File: src/rtl/inst_fetch_unit.sv
// Instruction-fetch stage with IF/ID pipeline register, halt detection/drain
// and execution-time counters.
module inst_fetch_unit #(
  parameter logic [31:0] PC_STEP      = 32'd4,
  parameter logic [31:0] HALT_INST    = 32'hA800FFFF,
  parameter int unsigned DRAIN_CYCLES = 4,
  parameter int unsigned CNT_W        = 32
) (
  input  logic             clk,
  input  logic             rst,
  input  logic             freeze,
  input  logic             branch_taken,
  input  logic [31:0]      branch_addr,
  output logic [31:0]      imem_adrs,
  input  logic [31:0]      imem_inst,
  output logic [31:0]      if_pc,
  output logic [31:0]      if_inst,
  output logic             halted,
  output logic [CNT_W-1:0] cycle_cnt,
  output logic [CNT_W-1:0] fetch_cnt
);

  localparam int unsigned DRAIN_W = (DRAIN_CYCLES > 1) ? $clog2(DRAIN_CYCLES) : 1;
  localparam logic [DRAIN_W-1:0] DRAIN_LAST = DRAIN_W'(DRAIN_CYCLES - 1);

  typedef enum logic [1:0] {
    RUN   = 2'd0,
    DRAIN = 2'd1,
    HALT  = 2'd2
  } state_t;

  state_t             state, state_nxt;
  logic [31:0]        pc, pc_nxt;
  logic [31:0]        pc_inc;
  logic [31:0]        if_pc_nxt, if_inst_nxt;
  logic               halted_nxt;
  logic [CNT_W-1:0]   cycle_cnt_nxt, fetch_cnt_nxt;
  logic [DRAIN_W-1:0] drain_cnt, drain_cnt_nxt;

  assign pc_inc    = pc + PC_STEP;
  assign imem_adrs = pc;

  // State and pipeline registers
  always_ff @(posedge clk) begin
    if (rst) begin
      state     <= RUN;
      pc        <= '0;
      if_pc     <= '0;
      if_inst   <= '0;
      halted    <= 1'b0;
      cycle_cnt <= '0;
      fetch_cnt <= '0;
      drain_cnt <= '0;
    end else begin
      state     <= state_nxt;
      pc        <= pc_nxt;
      if_pc     <= if_pc_nxt;
      if_inst   <= if_inst_nxt;
      halted    <= halted_nxt;
      cycle_cnt <= cycle_cnt_nxt;
      fetch_cnt <= fetch_cnt_nxt;
      drain_cnt <= drain_cnt_nxt;
    end
  end

  // Next-state logic: branch beats freeze, everything holds by default
  always_comb begin
    state_nxt     = state;
    pc_nxt        = pc;
    if_pc_nxt     = if_pc;
    if_inst_nxt   = if_inst;
    halted_nxt    = halted;
    cycle_cnt_nxt = cycle_cnt;
    fetch_cnt_nxt = fetch_cnt;
    drain_cnt_nxt = drain_cnt;

    if (state != HALT) begin
      cycle_cnt_nxt = cycle_cnt + CNT_W'(1);
    end

    case (state)
      RUN: begin
        if (branch_taken) begin
          pc_nxt      = branch_addr;
          if_pc_nxt   = '0;
          if_inst_nxt = '0;
        end else if (!freeze) begin
          if_inst_nxt   = imem_inst;
          if_pc_nxt     = pc_inc;
          fetch_cnt_nxt = fetch_cnt + CNT_W'(1);
          if (imem_inst == HALT_INST) begin
            drain_cnt_nxt = '0;
            state_nxt     = DRAIN;
          end else begin
            pc_nxt = pc_inc;
          end
        end
      end
      DRAIN: begin
        // An older in-flight branch can still cancel the halt
        if (branch_taken) begin
          pc_nxt        = branch_addr;
          if_pc_nxt     = '0;
          if_inst_nxt   = '0;
          drain_cnt_nxt = '0;
          state_nxt     = RUN;
        end else if (!freeze) begin
          if_pc_nxt   = '0;
          if_inst_nxt = '0;
          if (drain_cnt == DRAIN_LAST) begin
            state_nxt  = HALT;
            halted_nxt = 1'b1;
          end else begin
            drain_cnt_nxt = drain_cnt + DRAIN_W'(1);
          end
        end
      end
      HALT: begin
      end
      default: begin
        state_nxt = RUN;
      end
    endcase
  end

endmodule

File: config.mk
export PLATFORM = sky130hd
export DESIGN_NAME = inst_fetch_unit
export DESIGN_NICKNAME = d
export VERILOG_FILES = /design/src/rtl/inst_fetch_unit.sv
export SDC_FILE = /design/constraint.sdc
export NUM_CORES = 1
export LEC_CHECK = 0
export BUFFER_PORTS_ARGS = -buffer_cell sky130_fd_sc_hd__buf_2
export CORE_MARGIN = 5
export CORE_UTILIZATION = 47
export DETAILED_ROUTE_END_ITERATION = 7
export GPL_ROUTABILITY_DRIVEN = 0
export PLACE_DENSITY = 0.77
export SLEW_MARGIN = 20
export SYNTH_ARGS = -nofsm -noshare
export SYNTH_HDL_FRONTEND = slang
export SYNTH_SLANG_ARGS = --single-unit
File: constraint.sdc
create_clock -name clk -period 1.85 [get_ports clk]
set_input_delay 0.185 -clock clk [delete_from_list [all_inputs] [get_ports clk]]
set_output_delay 0.185 -clock clk [all_outputs]
set_load 0.02 [all_outputs]
==> results of run 1 <==
## sequential cells by signal, summed over array words and instances (netlist names)
| name | count |
|---|---|
| state | 2 |
| if_pc | 32 |
| drain_cnt | 2 |
| halted | 1 |
| cycle_cnt | 32 |
| imem_adrs | 32 |
| fetch_cnt | 32 |
| if_inst | 32 |
## worst max-delay path, stage by stage (launching register included)
cell and delay [ps]:
dfxtp_2 370, nand4_1 100, or4_4 530, buf_8 170, or2_4 260, and2_1 170
o21ai_2 120, a21oi_2 70
## cells by family after synthesis
family / after synthesis / synth area share (%)
compound gates: 181 / 15.60
buf+inv: 80 / 4.335
fa+ha+maj: 4 / 0.6618
xor+xnor: 79 / 9.150
flops: 165 / 43.68
simple gates: 407 / 26.17
mux: 3 / 0.3971
## Yosys cell counts, types with 3 or more instances
cell type | instances | area (µm²)
dfxtp_1 | 165 | 3303
nor2_1 | 151 | 566.8
nand2_1 | 85 | 319.1
clkbuf_1 | 60 | 225.2
a21oi_1 | 58 | 290.3
a22oi_1 | 47 | 352.8
xor2_1 | 47 | 411.6
nand3_1 | 39 | 195.2
xnor2_1 | 32 | 280.3
nand4_1 | 28 | 175.2
o21ai_0 | 20 | 100.1
nor3_1 | 19 | 95.09
and4_1 | 16 | 140.1
or3_1 | 16 | 100.1
and3_1 | 11 | 68.82
o211ai_1 | 11 | 82.58
o31ai_1 | 11 | 82.58
inv_1 | 10 | 37.54
a22o_1 | 8 | 70.07
buf_2 | 7 | 35.03
nand2b_1 | 7 | 43.79
nor4_1 | 7 | 43.79
o21ai_1 | 6 | 30.03
nor2b_1 | 5 | 31.28
and2_1 | 4 | 25.02
ha_1 | 4 | 50.05
nand3b_1 | 4 | 30.03
mux2i_1 | 3 | 30.03
nor3_2 | 3 | 30.03
o311ai_0 | 3 | 26.28
o41ai_1 | 3 | 26.28
or4_1 | 3 | 22.52
## layout by cell type (no fill, tap or decap), types with 6 or more instances in the layout
cell | netlist | layout
buf_2 | 7 | 227
nor2_1 | 151 | 146
dfxtp_1 | 165 | 143
buf_4 | 1 | 105
nand2_1 | 85 | 85
a21oi_1 | 58 | 53
a22oi_1 | 47 | 47
xor2_1 | 47 | 46
nand3_1 | 39 | 32
xnor2_1 | 32 | 30
nand4_1 | 28 | 28
clkbuf_16 | 0 | 18
o21ai_0 | 20 | 16
dfxtp_2 | 0 | 16
or3_1 | 16 | 14
nor3_1 | 19 | 12
o211ai_1 | 11 | 11
inv_1 | 10 | 10
and3_1 | 11 | 9
o31ai_1 | 11 | 9
and4_1 | 16 | 8
o21ai_1 | 6 | 8
a22o_1 | 8 | 8
nand3_2 | 0 | 7
buf_12 | 0 | 7
dfxtp_4 | 0 | 6
## metal layers
metal,part of all wire [%],vias to the layer above
li1,-,3818
met1,40,3743
met2,49,326
met3,7.8,58
met4,3.2,4
met5,0.080,-
## repair_timing
item | CTS | global route
pin swaps | 6 | 25
resized for setup | 19 | 50
setup buffers | 3 | 5
endpoints found under the hold margin | 3 | 0
endpoints found under the setup margin | 29 | 59
hold buffers | 3 | 0
## power breakdown
| part | switching [mW] | internal (mW) | total [mW] |
|---|---|---|---|
| Combinational | 0.555 | 0.368 | 0.924 |
| Clock | 1.39 | 2.19 | 3.58 |
| Sequential | 0.0642 | 3.64 | 3.71 |
| Total | 2.01 | 6.20 | 8.21 |
## worst max path at each step
stage	startpoint	end	slack [ps]	depth (start not counted)
after floorplan	imem_adrs[16]	imem_adrs[23]	-100	8
after global placement	imem_inst[7]	imem_adrs[18]	-90	9
after detailed placement	imem_inst[23]	imem_adrs[3]	-100	7
after CTS	imem_adrs[10]	imem_adrs[23]	-30	7
after global routing	imem_adrs[7]	if_pc[23]	-120	7
final	imem_adrs[3]	imem_adrs[23]	-60	7
## final cells by class
type	instances	share of cell area, %
inverter	10	0.3525
clock inverter	3	0.6110
tap	216	2.538
sequential	165	31.42
antenna	1	0.02350
clock buffer	26	4.888
timing repair buffer	345	20.02
multi-input combinational	674	40.14
## per-stage QoR
stage	total power, mW	std cells
2_1_floorplan	4.288	919
3_3_place_gp	4.631	1399
3_5_place_dp	4.646	1399
4_1_cts	8.208	1434
5_1_grt	8.464	1440
6_report	8.209	1440
==> flow_results.xml, run 1 <==
<?xml version="1.0" encoding="UTF-8"?>
<metrics>
  <group name="status">
    <metric name="outcome" unit="">finished with violations</metric>
    <metric name="failed_checks" unit="">setup timing</metric>
  </group>
  <group name="cells_and_area">
    <metric name="final_core_utilization" unit="%">67.27</metric>
    <metric name="sequential_cell_area" unit="µm²">3346</metric>
    <metric name="signed_area_change_from_the_synthesized_netlist_to_the_final_layout" unit="%">40.80</metric>
    <metric name="post-route-cell-area" unit="µm²">10650</metric>
    <metric name="drive_gt1_share" unit="%">37.04</metric>
    <metric name="n_fill_cell" unit="">1263</metric>
    <metric name="final_net_count" unit="">1285</metric>
    <metric name="multiInputGateArea" unit="µm²">4274</metric>
  </group>
  <group name="die">
    <metric name="initial_core_util" unit="%">47.78</metric>
    <metric name="die-area" unit="µm²">18730</metric>
    <metric name="core" unit="µm²">15830</metric>
    <metric name="top_level_ports" unit="">229</metric>
    <metric name="std_cell_rows" unit="">46</metric>
    <metric name="chipHeight" unit="µm">136.8</metric>
    <metric name="die_w" unit="µm">136.8</metric>
  </group>
  <group name="worst_hold_path">
    <metric name="worst_hold_path_type" unit="">input port to register</metric>
    <metric name="hold_path_startpoint" unit="">imem_inst[12]</metric>
    <metric name="min_delay_path_depth" unit="">3</metric>
    <metric name="min_to" unit="">if_inst[12]</metric>
  </group>
  <group name="clock_network">
    <metric name="h-tree-depth" unit="">4</metric>
    <metric name="tritoncts.num_buffers" unit="">17</metric>
    <metric name="clkSinkCount" unit="">165</metric>
    <metric name="tritoncts" unit="">yes</metric>
    <metric name="clk_pin_slew_worst_paths" unit="ps">60</metric>
    <metric name="cts_buffer_depth" unit="">2</metric>
    <metric name="cts_root_buf" unit="">clkbuf_16</metric>
    <metric name="worstSkewPairLatency" unit="ps">430</metric>
  </group>
  <group name="synthesis">
    <metric name="synth_cell_types" unit="">52</metric>
    <metric name="synth_enable_flop_cells" unit="">0</metric>
    <metric name="async_flop_share" unit="%">0</metric>
    <metric name="per_instance_average_area_after_synthesis" unit="µm²">8.229</metric>
    <metric name="synth_seq_area_share" unit="%">43.68</metric>
    <metric name="netlist_area" unit="µm²">7562</metric>
    <metric name="synth_fp_nets" unit="">991</metric>
    <metric name="synthFlopType" unit="">dfxtp_1</metric>
    <metric name="yosys_register_bits" unit="">165</metric>
    <metric name="post_synth_inst_count" unit="">919</metric>
    <metric name="synthesis_warning_total" unit="">0</metric>
  </group>
  <group name="setup_path">
    <metric name="setup.reg_to_reg.worst_slack" unit="ps">-60</metric>
    <metric name="end_kind" unit="">register</metric>
    <metric name="worstReg2RegStart" unit="">imem_adrs[3]</metric>
    <metric name="worst_reg2reg_path_length_in_cells" unit="">7</metric>
    <metric name="crit_required" unit="ps">2150</metric>
    <metric name="regToRegEndpoint" unit="">imem_adrs[23]</metric>
    <metric name="cp.arrival" unit="ps">2210</metric>
    <metric name="critical_path_peak_fanout" unit="">7</metric>
    <metric name="worst-setup-path-type" unit="">register to register</metric>
    <metric name="critPathLaunchType" unit="">register</metric>
  </group>
  <group name="placement">
    <metric name="area_post_placement" unit="µm²">9649</metric>
    <metric name="placement.setup.worst_slack" unit="ps">-100.0</metric>
    <metric name="buffer_ports.inserted" unit="">228</metric>
    <metric name="dpl.hpwl" unit="µm">16840</metric>
  </group>
  <group name="run">
    <metric name="drv_cap" unit="">0</metric>
  </group>
  <group name="detailed_routing">
    <metric name="avgRoutedWirePerCell" unit="µm">16.46</metric>
    <metric name="route.final.wire_length" unit="µm">23710</metric>
    <metric name="ant_nets" unit="">0</metric>
    <metric name="drt-vias-per-instance" unit="">5.520</metric>
    <metric name="first_iter_violations" unit="">696</metric>
    <metric name="dr_total_vias" unit="">7949</metric>
    <metric name="dr.pass1.iters" unit="">6</metric>
    <metric name="route.detailed.drc" unit="">0</metric>
  </group>
  <group name="sta">
    <metric name="max_clock_freq" unit="MHz">523.1</metric>
    <metric name="report.final.setup_viol" unit="">4</metric>
    <metric name="finalWorstPathRequiredPeriod" unit="ps">1912</metric>
    <metric name="tightest_slew" unit="ps">518.9</metric>
    <metric name="worst_clock_skew" unit="ps">11.70</metric>
    <metric name="grt_setup_unrepaired" unit="">yes</metric>
    <metric name="final.period_utilization" unit="%">103.3</metric>
    <metric name="fin_tns_setup" unit="ps">-118.7</metric>
    <metric name="max-slew-margin-rel" unit="%">65.09</metric>
    <metric name="final.setup.worst_slack" unit="ps">-61.74</metric>
    <metric name="final_max_slew_violation_count" unit="">0</metric>
    <metric name="holdWs" unit="ps">3.872</metric>
    <metric name="finalHoldViolations" unit="">0</metric>
  </group>
  <group name="global_routing">
    <metric name="grt_start_max_net_pins" unit="">55</metric>
    <metric name="grt_overflow" unit="">0</metric>
    <metric name="grt_busiest_layer" unit="">met2</metric>
    <metric name="groute.layer.met2.usage" unit="%">39.68</metric>
    <metric name="first_global_vias" unit="">7279</metric>
    <metric name="grt_pass1_wl" unit="µm">36040</metric>
    <metric name="number_of_antenna_violations_at_the_first_check_in_global_routing" unit="">3</metric>
    <metric name="grt.met1_usage" unit="%">30.51</metric>
    <metric name="grt_use_met3" unit="%">5.221</metric>
    <metric name="grt_util_all_layers" unit="%">24.00</metric>
  </group>
  <group name="pwr">
    <metric name="power_per_cell_area" unit="nW/µm²">770.9</metric>
    <metric name="static-leakage-power" unit="nW">4.702</metric>
    <metric name="power.ir.vdd_worst" unit="mV">0.6885</metric>
  </group>
</metrics>
(Power assumes the default switching activity.)
==> run 2, diff against run 1 <==
--- a/config.mk
+++ b/config.mk
@@ -6,8 +6,9 @@
 export NUM_CORES = 1
 export LEC_CHECK = 0
 export BUFFER_PORTS_ARGS = -buffer_cell sky130_fd_sc_hd__buf_2
-export CORE_MARGIN = 5
-export CORE_UTILIZATION = 47
+export CELL_PAD_IN_SITES_DETAIL_PLACEMENT = 0
+export CELL_PAD_IN_SITES_GLOBAL_PLACEMENT = 1
+export CORE_UTILIZATION = 34
 export DETAILED_ROUTE_END_ITERATION = 7
 export GPL_ROUTABILITY_DRIVEN = 0
 export PLACE_DENSITY = 0.77
==> run 2 against run 1 <==
Count of clock-buffer cells in the layout decreased by 6. Largest cell class unchanged. First-iteration DRC count is 38% lower. Combinational power barely moved. Design area is 0.95% higher. Register-to-register slack barely moved. Clock power rose by 5.6%. The run still ends with setup timing left. Power increased by 2.3%. Critical path type unchanged.
==> flow_results.xml, run 2 (synthesized netlist as in run 1, its figures left out) <==
<?xml version="1.0" encoding="UTF-8"?>
<metrics>
  <group name="status">
    <metric name="outcome" unit="">finished with violations</metric>
    <metric name="failed_checks" unit="">setup timing</metric>
  </group>
  <group name="sta">
    <metric name="holdWs" unit="ps">19.82</metric>
    <metric name="final.setup.worst_slack" unit="ps">-56.95</metric>
    <metric name="final.period_utilization" unit="%">103.1</metric>
    <metric name="max-slew-margin-rel" unit="%">63.54</metric>
    <metric name="report.final.setup_viol" unit="">3</metric>
    <metric name="final_max_slew_violation_count" unit="">0</metric>
    <metric name="grt_setup_unrepaired" unit="">yes</metric>
    <metric name="finalHoldViolations" unit="">0</metric>
    <metric name="max_clock_freq" unit="MHz">524.4</metric>
    <metric name="worst_clock_skew" unit="ps">11.03</metric>
    <metric name="tightest_slew" unit="ps">546.9</metric>
    <metric name="finalWorstPathRequiredPeriod" unit="ps">1907</metric>
  </group>
  <group name="die">
    <metric name="die-area" unit="µm²">22840</metric>
    <metric name="core" unit="µm²">21820</metric>
    <metric name="chipHeight" unit="µm">151.1</metric>
    <metric name="die_w" unit="µm">151.1</metric>
    <metric name="top_level_ports" unit="">229</metric>
    <metric name="initial_core_util" unit="%">34.65</metric>
    <metric name="std_cell_rows" unit="">54</metric>
  </group>
  <group name="setup_path">
    <metric name="crit_start" unit="">imem_adrs[7]</metric>
    <metric name="regToRegEndpoint" unit="">imem_adrs[23]</metric>
    <metric name="worstPathBufferInverterCount" unit="">1</metric>
    <metric name="worst_reg2reg_path_length_in_cells" unit="">7</metric>
    <metric name="worstReg2RegStart" unit="">imem_adrs[7]</metric>
    <metric name="cp_top_family" unit="">simple AND/OR/NAND/NOR gates</metric>
    <metric name="end_kind" unit="">register</metric>
    <metric name="critical_path_peak_fanout" unit="">7</metric>
    <metric name="crit_path_cell_trace" unit="">nand4_1 &gt; or4_4 &gt; buf_6 &gt; or2_4 &gt; and2_4 &gt; o21ai_2 &gt; a21oi_1</metric>
    <metric name="critPathLaunchType" unit="">register</metric>
    <metric name="cp.arrival" unit="ps">2180</metric>
    <metric name="timing.critical_path.slowest_cell_delay" unit="ps">500</metric>
    <metric name="setup.reg_to_reg.worst_slack" unit="ps">-60</metric>
    <metric name="crit_required" unit="ps">2130</metric>
    <metric name="critical_path_slowest_stage_cell" unit="">or4_4</metric>
    <metric name="worst-setup-path-type" unit="">register to register</metric>
  </group>
  <group name="detailed_routing">
    <metric name="route.final.wire_length" unit="µm">23720</metric>
    <metric name="route.detailed.drc" unit="">0</metric>
    <metric name="dr.pass1.iters" unit="">5</metric>
    <metric name="drt-vias-per-instance" unit="">5.053</metric>
    <metric name="avgRoutedWirePerCell" unit="µm">15.65</metric>
    <metric name="first_iter_violations" unit="">430</metric>
    <metric name="dr_total_vias" unit="">7660</metric>
    <metric name="ant_nets" unit="">0</metric>
  </group>
  <group name="global_routing">
    <metric name="grt_pass1_wl" unit="µm">36970</metric>
    <metric name="grt_overflow" unit="">0</metric>
    <metric name="number_of_antenna_violations_at_the_first_check_in_global_routing" unit="">1</metric>
    <metric name="grt_start_max_net_pins" unit="">75</metric>
    <metric name="grt_util_all_layers" unit="%">20.67</metric>
    <metric name="first_global_vias" unit="">7018</metric>
  </group>
  <group name="clock_network">
    <metric name="tritoncts.num_buffers" unit="">17</metric>
    <metric name="clk_pin_slew_worst_paths" unit="ps">60</metric>
    <metric name="tritoncts" unit="">yes</metric>
    <metric name="cts_root_buf" unit="">clkbuf_16</metric>
    <metric name="cts_buffer_depth" unit="">2</metric>
    <metric name="clkSinkCount" unit="">165</metric>
    <metric name="h-tree-depth" unit="">4</metric>
    <metric name="worstSkewPairLatency" unit="ps">420</metric>
  </group>
  <group name="pwr">
    <metric name="static-leakage-power" unit="nW">4.763</metric>
    <metric name="total_power" unit="mW">8.399</metric>
    <metric name="power_per_cell_area" unit="nW/µm²">781.4</metric>
    <metric name="power.ir.vdd_worst" unit="mV">0.5601</metric>
  </group>
  <group name="cells_and_area">
    <metric name="multiInputGateArea" unit="µm²">4175</metric>
    <metric name="layout_common_cells" unit="">227 x buf_2, 150 x nor2_1, 142 x dfxtp_1</metric>
    <metric name="final_net_count" unit="">1296</metric>
    <metric name="signed_area_change_from_the_synthesized_netlist_to_the_final_layout" unit="%">42.14</metric>
    <metric name="n_fill_cell" unit="">2130</metric>
    <metric name="non_filler_cells_final" unit="">1516</metric>
    <metric name="drive_gt1_share" unit="%">36.81</metric>
    <metric name="antenna-diode-count" unit="">0</metric>
    <metric name="sequential_cell_area" unit="µm²">3347</metric>
    <metric name="most_common_cell_after_layout_fill_and_taps_aside" unit="">buf_2</metric>
  </group>
  <group name="worst_hold_path">
    <metric name="min_to" unit="">if_inst[20]</metric>
    <metric name="min_delay_path_depth" unit="">3</metric>
    <metric name="worst_hold_path_type" unit="">input port to register</metric>
    <metric name="hold_path_startpoint" unit="">imem_inst[20]</metric>
  </group>
  <group name="run">
    <metric name="drv_cap" unit="">0</metric>
  </group>
  <group name="placement">
    <metric name="dpl.cell_count" unit="">1468</metric>
    <metric name="dpl.hpwl" unit="µm">16870</metric>
    <metric name="buffer_ports.inserted" unit="">228</metric>
    <metric name="placement.setup.worst_slack" unit="ps">-214.5</metric>
  </group>
</metrics>
run 2: cell types whose count changed in the layout (fill, tap and decap cells not counted), moves of 3 or more:
cell,before,now
a21oi_2,5,2
buf_4,105,114
dlygate4sd3_1,3,6
nor2_1,146,150
a21oi_1,53,56
nor3_1,12,15
clkbuf_8,4,0
nor3_2,5,2
clkbuf_1,4,1
run 2: worst max path at each step:
stage | end | slack, ps | depth (start not counted)
2_1_floorplan | imem_adrs[23] | -100 | 8
3_5_place_dp | imem_adrs[15] | -210 | 8
6_report | imem_adrs[23] | -60 | 7
3_3_place_gp | imem_adrs[15] | -210 | 8
4_1_cts | imem_adrs[23] | -30 | 7
5_1_grt | imem_adrs[23] | -120 | 7
run 2: metrics by stage:
step	utilization, %	TNS [ps]	instance area (µm²)
after floorplan	-	-1142	7751
after global placement	44.75	-4328	9767
after detailed placement	44.75	-4207	9767
after CTS	48.47	-61.24	10580
after global routing	49.25	-1003	10750
final	49.25	-106.5	10750
run 2: timing repair:
item / in CTS / in global routing
buffers inserted: 8 / 3
setup endpoints to repair: 28 / 44
pin swaps: 5 / 14
resized for setup: 18 / 34
hold buffers: 6 / 0
hold endpoints to repair: 6 / 0
run 2: area by class of cell:
type                            count  area share, %
Multi-Input combinational cell    674          38.84
Sequential cell                   165          31.14
Timing Repair Buffer              356          20.60
Clock buffer                       20          4.458
Tap cell                          280          3.259
Clock inverter                     11          1.350
Inverter                           10         0.3492
run 2: worst reg2reg max path, delay by kind of cell (launching register included):
kind	cells	cell delay (ps)
buf+inv	1	170
simple gates	4	1050
flops	1	360
compound gates	2	190
run 2: report_power, final:
| part | internal (mW) | leakage [nW] | switching [mW] | total, mW |
|---|---|---|---|---|
| sequential | 3.64 | 1.35 | 0.0601 | 3.70 |
| combinational | 0.369 | 3.11 | 0.552 | 0.921 |
| clock | 2.28 | 0.307 | 1.50 | 3.78 |
run 2: metal layers:
| metal | up-vias | part of all wire, % | global-route usage (%) |
|---|---|---|---|
| li1 | 3843 | - | - |
| met1 | 3587 | 44 | 26.29 |
| met2 | 207 | 48 | 34.43 |
| met3 | 21 | 6.2 | 5.000 |
| met4 | 2 | 1.3 | 6.200 |
| met5 | - | 0.051 | 0 |
==> run 3, diff against run 2 <==
==> constraint.sdc (replaced) <==
create_clock -name clk -period 1.85 [get_ports clk]
set_input_delay 0.37 -clock clk [delete_from_list [all_inputs] [get_ports clk]]
set_output_delay 0.37 -clock clk [all_outputs]
set_load 0.02 [all_outputs]
==> run 3 against run 2 <==
The run still ends with setup timing left. Utilization increased by 0.19 points. Wire length decreased by 2.5%. Sequential power about the same. Combinational power increased by 0.7%. First-iteration DRC count decreased by 29%. Clock power decreased by 3%. Hold slack improved by 150 ps. Critical path depth unchanged. Via count increased by 0.34%. Clock skew decreased by 1.1 ps. Sequential cell count unchanged. Design area increased by 0.40%. Largest cell class unchanged. Largest power group is now registers. Highest routed layer unchanged.
==> flow_results.xml, run 3 (synthesized netlist as in run 1, its figures left out) <==
<?xml version="1.0" encoding="UTF-8"?>
<metrics>
  <group name="sta">
    <metric name="final_max_slew_violation_count" unit="">0</metric>
    <metric name="final.period_utilization" unit="%">101.6</metric>
    <metric name="finalWorstPathRequiredPeriod" unit="ps">1880</metric>
    <metric name="tightest_slew" unit="ps">400.9</metric>
    <metric name="grt_setup_unrepaired" unit="">yes</metric>
    <metric name="max_clock_freq" unit="MHz">531.8</metric>
    <metric name="report.final.setup_viol" unit="">3</metric>
    <metric name="final.setup.worst_slack" unit="ps">-30.30</metric>
    <metric name="finalHoldViolations" unit="">0</metric>
    <metric name="max-slew-margin-rel" unit="%">73.28</metric>
    <metric name="worst_clock_skew" unit="ps">9.934</metric>
  </group>
  <group name="detailed_routing">
    <metric name="ant_nets" unit="">0</metric>
    <metric name="dr.pass1.iters" unit="">5</metric>
    <metric name="route.final.wire_length" unit="µm">23120</metric>
    <metric name="route.detailed.drc" unit="">0</metric>
    <metric name="drt-vias-per-instance" unit="">5.070</metric>
    <metric name="avgRoutedWirePerCell" unit="µm">15.25</metric>
    <metric name="dr_total_vias" unit="">7686</metric>
    <metric name="first_iter_violations" unit="">304</metric>
  </group>
  <group name="clock_network">
    <metric name="h-tree-depth" unit="">4</metric>
    <metric name="cts_root_buf" unit="">clkbuf_16</metric>
    <metric name="tritoncts" unit="">yes</metric>
    <metric name="worstSkewPairLatency" unit="ps">430</metric>
    <metric name="clk_pin_slew_worst_paths" unit="ps">70</metric>
    <metric name="cts_buffer_depth" unit="">2</metric>
    <metric name="clkSinkCount" unit="">165</metric>
    <metric name="tritoncts.num_buffers" unit="">17</metric>
    <metric name="hold_bufs_at_cts" unit="">0</metric>
  </group>
  <group name="cells_and_area">
    <metric name="signed_area_change_from_the_synthesized_netlist_to_the_final_layout" unit="%">42.70</metric>
    <metric name="post-route-cell-area" unit="µm²">10790</metric>
    <metric name="final_core_utilization" unit="%">49.45</metric>
    <metric name="final_net_count" unit="">1293</metric>
    <metric name="multiInputGateArea" unit="µm²">4264</metric>
    <metric name="n_fill_cell" unit="">2177</metric>
    <metric name="most_common_cell_after_layout_fill_and_taps_aside" unit="">buf_2</metric>
    <metric name="drive_gt1_share" unit="%">38.12</metric>
    <metric name="sequential_cell_area" unit="µm²">3349</metric>
    <metric name="layout_common_cells" unit="">227 x buf_2, 147 x nor2_1, 142 x dfxtp_1</metric>
  </group>
  <group name="die">
    <metric name="die-area" unit="µm²">22840</metric>
    <metric name="die_w" unit="µm">151.1</metric>
    <metric name="std_cell_rows" unit="">54</metric>
    <metric name="chipHeight" unit="µm">151.1</metric>
    <metric name="top_level_ports" unit="">229</metric>
    <metric name="core" unit="µm²">21820</metric>
    <metric name="initial_core_util" unit="%">34.65</metric>
  </group>
  <group name="global_routing">
    <metric name="grt_start_max_net_pins" unit="">63</metric>
    <metric name="grt_pass1_wl" unit="µm">36250</metric>
    <metric name="grt_overflow" unit="">0</metric>
    <metric name="number_of_antenna_violations_at_the_first_check_in_global_routing" unit="">3</metric>
    <metric name="grt_util_all_layers" unit="%">20.27</metric>
    <metric name="first_global_vias" unit="">7074</metric>
  </group>
  <group name="setup_path">
    <metric name="worstPathBufferInverterCount" unit="">1</metric>
    <metric name="critical_path_slowest_stage_cell" unit="">or4_4</metric>
    <metric name="critical_path_peak_fanout" unit="">7</metric>
    <metric name="critPathLaunchType" unit="">register</metric>
    <metric name="crit_path_cell_trace" unit="">nand3_1 &gt; or4_4 &gt; buf_12 &gt; or2_4 &gt; and2_4 &gt; o21ai_2 &gt; a21oi_2</metric>
    <metric name="end_kind" unit="">register</metric>
    <metric name="cp.arrival" unit="ps">2190</metric>
    <metric name="timing.critical_path.slowest_cell_delay" unit="ps">560</metric>
    <metric name="crit_required" unit="ps">2160</metric>
    <metric name="cp_top_family" unit="">simple AND/OR/NAND/NOR gates</metric>
    <metric name="worst-setup-path-type" unit="">register to register</metric>
  </group>
  <group name="run">
    <metric name="drv_cap" unit="">0</metric>
  </group>
  <group name="worst_hold_path">
    <metric name="worst_hold_path_type" unit="">input port to register</metric>
  </group>
  <group name="placement">
    <metric name="area_post_placement" unit="µm²">9878</metric>
    <metric name="dpl.hpwl" unit="µm">16750</metric>
    <metric name="buffer_ports.inserted" unit="">228</metric>
  </group>
  <group name="pwr">
    <metric name="total_power" unit="mW">8.313</metric>
    <metric name="power_per_cell_area" unit="nW/µm²">770.3</metric>
    <metric name="static-leakage-power" unit="nW">4.753</metric>
    <metric name="power.ir.vdd_worst" unit="mV">0.5506</metric>
  </group>
  <group name="status">
    <metric name="outcome" unit="">finished with violations</metric>
    <metric name="failed_checks" unit="">setup timing</metric>
  </group>
</metrics>
-- run 3: layer usage --
| layer | vias to the layer above | GRT usage [%] | routed length, µm |
|---|---|---|---|
| li1 | 3854 | - | - |
| met1 | 3598 | 26.45 | 10470 |
| met2 | 211 | 32.00 | 10700 |
| met3 | 21 | 6.054 | 1616 |
| met4 | 2 | 6.200 | 316 |
| met5 | - | 0 | 8 |
-- run 3: worst register-to-register path, delay by kind of cell, from the launching register on --
kind | cells | cell delay (ps)
AO/OA/AOI/OAI | 2 | 200
AND/OR/NAND/NOR | 4 | 1060
buffers and inverters | 1 | 170
flip-flops | 1 | 340
-- run 3: layout make-up --
class                   count  area share (%)
inverters                  10          0.3478
diodes                      3         0.06957
flip-flops and latches    165           31.04
well taps                 280           3.246
clock buffers              17           3.942
clock inverters            14           1.623
multi-input cells         674           39.51
repair buffers            353           20.22
-- run 3: metrics by stage --
step	std cells	setup TNS [ps]	setup slack (ps)	hold WS, ps
CTS	1507	-17.89	-17.89	155.9
detailed placement	1476	-6224	-224.6	437.9
global placement	1476	-5317	-198.4	434.7
floorplan	919	-1404	-196.7	435.6
finish	1516	-54.38	-30.30	169.4
global route	1515	-872.3	-131.7	165.7
-- run 3: worst paths after layout --
check,cells past startpoint,start,slack (ps),end
worst max-delay path,7,imem_adrs[5],-30,imem_adrs[23]
worst max register to register,7,imem_adrs[5],-30,imem_adrs[23]
worst min-delay path,3,branch_addr[0],170,imem_adrs[0]
worst min register to register,2,halted,450,halted
-- run 3: what timing repair did --
item / 4_1_cts / 5_1_grt
resized for setup: 5 / 59
buffers inserted: 0 / 6
endpoints found under the setup margin: 8 / 64
pin swaps: 2 / 24
-- run 3: power breakdown --
part | switching, mW | leakage [nW] | internal (mW)
logic | 0.550 | 3.11 | 0.378
clock network | 1.54 | 0.292 | 2.14
registers | 0.0653 | 1.35 | 3.64
total | 2.16 | 4.75 | 6.15
